File: src/rtl/sr_button_ctrl.sv
// sr_button_ctrl: three raw buttons, each synchronized and debounced, driving an
// IDLE/RUN/HALT controller. Optional macro SR_TOGGLE_MODE_EN: start toggles RUN/HALT, stop ignored.
module sr_button_ctrl #(
  parameter int DEB_CYCLES = 16,
  parameter int DEB_W      = 16
) (
  input  logic clk,
  input  logic reset,
  input  logic btn_start,
  input  logic btn_stop,
  input  logic btn_clear,
  output logic start,
  output logic stop,
  output logic clr,
  output logic running
);

  localparam int NBTN      = 3;
  localparam int BTN_START = 0;
  localparam int BTN_STOP  = 1;
  localparam int BTN_CLEAR = 2;
  localparam logic [DEB_W-1:0] CNT_LAST = DEB_W'(DEB_CYCLES - 1);

  typedef enum logic [1:0] {
    IDLE = 2'd0,
    RUN  = 2'd1,
    HALT = 2'd2
  } state_t;

  logic [NBTN-1:0]  w_raw;
  logic [NBTN-1:0]  r_sync1;
  logic [NBTN-1:0]  r_sync2;
  logic [NBTN-1:0]  r_level;
  logic [NBTN-1:0]  r_levelDly;
  logic [NBTN-1:0]  w_press;
  logic [DEB_W-1:0] r_cnt [NBTN];

  logic   w_evStart;
  logic   w_evStop;
  logic   w_evClear;
  state_t r_state;
  state_t w_stateNext;
  logic   w_startNext;
  logic   w_stopNext;
  logic   w_clrNext;
  logic   r_start;
  logic   r_stop;
  logic   r_clr;
  logic   r_running;

  assign w_raw = {btn_clear, btn_stop, btn_start};

  always_ff @(posedge clk or negedge reset) begin
    if (!reset) begin
      r_sync1 <= '0;
      r_sync2 <= '0;
    end else begin
      r_sync1 <= w_raw;
      r_sync2 <= r_sync1;
    end
  end

  // A level flips only after DEB_CYCLES consecutive samples disagree with it.
  always_ff @(posedge clk or negedge reset) begin
    if (!reset) begin
      r_level <= '0;
      for (int i = 0; i < NBTN; i++) begin
        r_cnt[i] <= '0;
      end
    end else begin
      for (int i = 0; i < NBTN; i++) begin
        if (r_sync2[i] == r_level[i]) begin
          r_cnt[i] <= '0;
        end else if (r_cnt[i] == CNT_LAST) begin
          r_level[i] <= ~r_level[i];
          r_cnt[i]   <= '0;
        end else begin
          r_cnt[i] <= r_cnt[i] + DEB_W'(1);
        end
      end
    end
  end

  always_ff @(posedge clk or negedge reset) begin
    if (!reset) begin
      r_levelDly <= '0;
    end else begin
      r_levelDly <= r_level;
    end
  end

  assign w_press   = r_level & ~r_levelDly;
  assign w_evStart = w_press[BTN_START];
  assign w_evClear = w_press[BTN_CLEAR];
`ifdef SR_TOGGLE_MODE_EN
  assign w_evStop  = 1'b0;
`else
  assign w_evStop  = w_press[BTN_STOP];
`endif

  // Each state honours only its own events, so the stop > start > clear order
  // falls out of the if/else chain within each state.
  always_comb begin
    w_stateNext = r_state;
    w_startNext = 1'b0;
    w_stopNext  = 1'b0;
    w_clrNext   = 1'b0;
    case (r_state)
      IDLE: begin
        if (w_evStart) begin
          w_stateNext = RUN;
          w_startNext = 1'b1;
        end
      end
      RUN: begin
`ifdef SR_TOGGLE_MODE_EN
        if (w_evStart) begin
`else
        if (w_evStop) begin
`endif
          w_stateNext = HALT;
          w_stopNext  = 1'b1;
        end
      end
      HALT: begin
        if (w_evStart) begin
          w_stateNext = RUN;
          w_startNext = 1'b1;
        end else if (w_evClear) begin
          w_stateNext = IDLE;
          w_clrNext   = 1'b1;
        end
      end
      default: begin
        w_stateNext = IDLE;
      end
    endcase
  end

  always_ff @(posedge clk or negedge reset) begin
    if (!reset) begin
      r_state   <= IDLE;
      r_start   <= 1'b0;
      r_stop    <= 1'b0;
      r_clr     <= 1'b0;
      r_running <= 1'b0;
    end else begin
      r_state   <= w_stateNext;
      r_start   <= w_startNext;
      r_stop    <= w_stopNext;
      r_clr     <= w_clrNext;
      r_running <= (w_stateNext == RUN);
    end
  end

  assign start   = r_start;
  assign stop    = r_stop;
  assign clr     = r_clr;
  assign running = r_running;

endmodule

File: config.mk
export PLATFORM = sky130hd
export DESIGN_NAME = sr_button_ctrl
export DESIGN_NICKNAME = d
export VERILOG_FILES = /design/src/rtl/sr_button_ctrl.sv
export SDC_FILE = /design/constraint.sdc
export NUM_CORES = 1
export LEC_CHECK = 0
export BUFFER_PORTS_ARGS = -buffer_cell sky130_fd_sc_hd__buf_2
export CAP_MARGIN = 30
export CORE_MARGIN = 2
export CORE_UTILIZATION = 41
export CTS_BUF_LIST = sky130_fd_sc_hd__clkbuf_8
export DETAILED_ROUTE_END_ITERATION = 10
export PLACE_DENSITY = 0.65
export SLEW_MARGIN = 20
export SYNTH_ARGS = -nofsm -noshare
export SYNTH_HDL_FRONTEND = slang
export SYNTH_SLANG_ARGS = --single-unit
File: constraint.sdc
create_clock -name clk -period 3.08 [get_ports clk]
set_input_delay 0.154 -clock clk [delete_from_list [all_inputs] [get_ports clk]]
set_output_delay 0.154 -clock clk [all_outputs]
set_load 0.005 [all_outputs]
After elaboration in Yosys (flattened, before gate mapping)
Cells that the tools add are included.
W data, S select, Z words.
{"block": "classes", "add_sub_neg": 3, "n_eq_ne": 9, "muxes": 18, "bitwise": 8, "reduce_logical": 5}
{"operator": "$mux W16", "count": 6}
{"operator": "$add A16 B1 Y16 const B", "count": 3}
{"operator": "$eq A16 B4 Y1 const B", "count": 3}
{"operator": "$mux W2", "count": 4}
{"operator": "$mux W1", "count": 7}
{"operator": "$not A1 Y1", "count": 6}
{"operator": "$pmux W2 S3", "count": 1}
{"operator": "$reduce_and A2 Y1", "count": 3}
{"operator": "$eq A2 B1 Y1 const B", "count": 2}
{"operator": "$and A3 B3 Y3", "count": 1}
{"operator": "$eq A1 B1 Y1", "count": 3}
{"operator": "$not A3 Y3", "count": 1}
{"operator": "$eq A2 B2 Y1 const B", "count": 1}
{"operator": "$logic_not A2 Y1", "count": 1}
{"operator": "$reduce_or A2 Y1", "count": 1}
{"block": "word_totals", "ff_bits": 66, "in_bits": 5, "out_inout_bits": 4, "elab_cells": 57}

Logic depth before layout (Yosys ltp)
{"block": "logic_depth", "ltp_word": 6, "mapped_depth": 6, "ltp_nobuf": 5}

Worst setup path after synthesis
OpenSTA, ideal clock, no wires.
{"block": "synth_path", "path_type": "register to register", "from": "reg r_cnt[0] (netlist bit)", "to": "reg r_cnt[10] (netlist bit)", "setup_ns": 0.132, "arrival_time_ns": 1.500, "t_required_ns": 2.948, "path_slack_ns": 1.449, "path_stages_with_launch": 7, "path_cell_list": "dfrtp_1 > ha_1 > nand3_1 > nand4b_1 > nand2_1 > clkbuf_1 > nor2_1"}
{"block": "synth_via", "elab_chain_len": 3, "word_cells_on_any_way": 4, "cone_classes": "1 x add/sub; 1 x eq/ne; 2 x mux"}
{"element": "start: declaration", "line": "36", "rtl": "logic [DEB_W-1:0] r_cnt [NBTN];"}
{"element": "start signal: indexed assignment", "line": "78", "rtl": "r_cnt[i] <= r_cnt[i] + DEB_W'(1);"}
{"element": "$add A16 B1 Y16 or $eq A16 B4 Y1 (tied branches)", "line": "78, 74"}
{"element": "$mux W16 (*)", "line": "74", "rtl": "end else if (r_cnt[i] == CNT_LAST) begin"}
{"element": "$mux W16 (*)", "line": "72", "rtl": "if (r_sync2[i] == r_level[i]) begin"}
Every way passes the cells marked *; elsewhere a longest branch is shown, timed or not.
A chain may end at the register's enable or synchronous reset.

Worst setup path after layout
{"block": "layout_path", "from": "reg r_cnt[0] (netlist bit)", "to": "reg r_cnt[15] (netlist bit)"}
Same word-level chain as after synthesis.

==> run summary <==
R2R depth = 5
ANT cells = 0
DP HPWL = 3.30 mm
first-pass GRT wire length = 8.40 mm
Hold EP = r_sync2[0]$_DFF_PN0_
Worst R2R Start = r_cnt[0]$_DFF_PN0_
total setup buffers inserted after CTS = 0
reg2reg setup slack = 1.25 ns
Final #Nets = 301
final wirelength = 4.93 mm
setup TNS = 0 ns
CTS H-Tree Depth = 3
Detailed Routing Iterations Pass 1 = 4
Layout Cells excl Fill = 394
RSZ-0062 raised after global routing = false
fin worst setup slack = 1.25 ns
port bufs = 8
worst clock skew = 0.00588 ns
DP Worst Slack = 1.25 ns
# DRC = 0
Die Span X = 87.8 um
HP Class = flip-flop to flip-flop
status = finished, final reports clean
Area Growth Syn to Fin = 13.7%
initial antenna violation count = 0
pwr/cell area = 505 nW/um^2
I/O pin count = 9
total of warnings raised by yosys = 0
Die Height = 87.8 um
fin area = 3270 um^2
Rows = 30
Clock Tree Root = clkbuf_8
area leader, netlist = dfrtp_1
CP Max Fanout = 15
cell count after synthesis = 272
share of the synthesized area in the top cell type = 0.573
fin crit share = 0.594
Num CTS Buffers = 9
Avg Cell Area, Syn = 10.6 um^2
vias in the first global route = 1840
Critical Path Start Type = flip-flop
Sink Count = 66
initial core utilization = 0.424
Post-Syn Area = 2880 um^2
later-pin clock latency in the skew report = 0.33 ns
Synth Net Count = 280
vias per cell = 4.95
sequential element share of the synthesized area = 0.573
worst-margin pin slew = 0.617 ns
R2R Path End = r_cnt[15]$_DFF_PN0_
cts hold-fix bufs = 4
Main synth FF type = dfrtp_1
Fin Hold WS = 0.353 ns
max cap viols = 0
pin count of the biggest net entering global routing = 39
hold wc startpoint = r_sync1[0]$_DFF_PN0_
Power, Total = 1.65 mW
Max transition margin = 0.589
Core Util, Final = 0.482
final antenna-violating net count = 0
total grt overflow = 0
wire length per cell = 12.5 um
Setup CP Type = flip-flop to flip-flop
Final Hold Fails = 0
dpl cells = 374
Resize count post-CTS = 0
Synth cell types = 27
Crit-path slowest cell = nand2_1
Final Setup Violations = 0
CORE AREA = 6790 um^2
Starting DRT DRC Count = 121
dpl cell area = 3040 um^2
Critical Path Max Stage Delay = 0.42 ns
CTS tree = done
Clock transition at path regs = 0.07 ns
leakage power = 1.37 nW
Max Fclk = 547 MHz
DR vias = 1951
Final Slew Violations = 0
worst-case clock buffer depth = 2
EDFF count, synth = 0
worst endpoint required time = 3.27 ns
Total Routing Usage GR = 0.144
Critical Path AT = 2.02 ns
flop and latch count out of synthesis = 66
kind of end point of the critical path = flip-flop
VDD IR-drop max = 0.000323 V
min cycle time layout = 1.83 ns
gpl congestion = 0.810
share of layout cells above drive strength 1 = 0.0906
Area contributors post-synth = dfrtp_1 57%, xnor2_1 11%, nor2_1 6.6%, nor4_1 4.1%, nand4_1 2.6%
Die Area = 7710 um^2
hold-critical path depth = 0
FFs w/ async S/R, synth = 1.00
cell-by-cell listing of the critical path = ha_1 -> nand3_1 -> nand4b_1 -> nand2_1 -> nor2_1
cell type report:
| class | instances | area, um^2 |
|---|---|---|
| clock buffers | 11 | 151 |
| flip-flops and latches | 66 | 1650 |
| multi-input cells | 196 | 1190 |
| inverters | 7 | 26.3 |
| fillers | 619 | 3520 |
| well taps | 96 | 120 |
| clock inverters | 5 | 46.3 |
| repair buffers | 13 | 87.6 |
worst max-delay path, delay by kind of cell (launching register included):
kind,cells,cell delay (ns)
fa+ha+maj,1,0.21
flops,1,0.39
simple gates,4,1.09
how the worst max path moves through the flow:
stage                       start                   to  depth (start not counted)
3_3_place_gp   r_cnt[0]$_DFF_PN0_   r_cnt[9]$_DFF_PN0_                          5
6_report       r_cnt[0]$_DFF_PN0_  r_cnt[15]$_DFF_PN0_                          5
2_1_floorplan  r_cnt[0]$_DFF_PN0_  r_cnt[10]$_DFF_PN0_                          6
4_1_cts        r_cnt[0]$_DFF_PN0_  r_cnt[15]$_DFF_PN0_                          5
5_1_grt        r_cnt[0]$_DFF_PN0_  r_cnt[15]$_DFF_PN0_                          5
3_5_place_dp   r_cnt[0]$_DFF_PN0_  r_cnt[15]$_DFF_PN0_                          5
cells in the mapped netlist (2+ instances only):
library cell	instances
and3_1	5
clkbuf_1	3
dfrtp_1	66
ha_1	3
inv_1	7
mux2_2	3
nand2_1	14
nand2b_1	2
nand3_1	14
nand4_1	12
nor2_1	51
nor2b_1	2
nor3_1	14
nor3b_1	2
nor4_1	19
o22ai_1	2
xnor2_1	36
xor2_1	8
registers in the layout (all words and copies together), names as in the netlist:
signal	flops
stop	1
r_levelDly	3
start	1
r_sync1	3
r_cnt	48
r_level	3
running	1
r_sync2	3
r_state	2
clr	1
metal layers:
metal | routed length, um | part of all wire | vias to the layer above | track usage
li1 | - | - | 979 | -
met2 | 2290 | 0.46 | 28 | 0.218
met4 | 83 | 0.017 | 0 | 0.0657
met5 | 0 | 0 | - | 0
met3 | 196 | 0.040 | 10 | 0.0500
met1 | 2370 | 0.48 | 934 | 0.186
logic make-up after synthesis:
logic type	share of synthesized area
AND/OR/NAND/NOR	0.244
flip-flops	0.573
XOR/XNOR	0.134
buffers and inverters	0.0130
AO/OA/AOI/OAI	0.0113
multiplexers	0.0117
adder cells (fa/ha/maj)	0.0130
report_power, final:
part / internal (mW) / switching [mW]
Combinational: 0.0164 / 0.0333
Sequential: 0.881 / 0.0121
Clock: 0.408 / 0.301
Total: 1.31 / 0.347
cell usage in the layout, fill, tap and decap left out, types with 2 or more instances in the layout:
cell           Yosys  routed
o22ai_1            2       2
buf_2              0       8
nor4_1            19      19
dlygate4sd3_1      0       4
nor2_1            51      51
nand2_1           14      14
nor2b_1            2       2
xor2_1             8       8
nand2b_1           2       2
nor3b_1            2       2
clkbuf_8           0      11
ha_1               3       3
nand3_1           14      14
mux2_2             3       3
nor3_1            14      14
and3_1             5       5
xnor2_1           36      36
dfrtp_1           66      66
inv_1              7      10
nand4_1           12      12
Power figures use the tool's default switching activity.
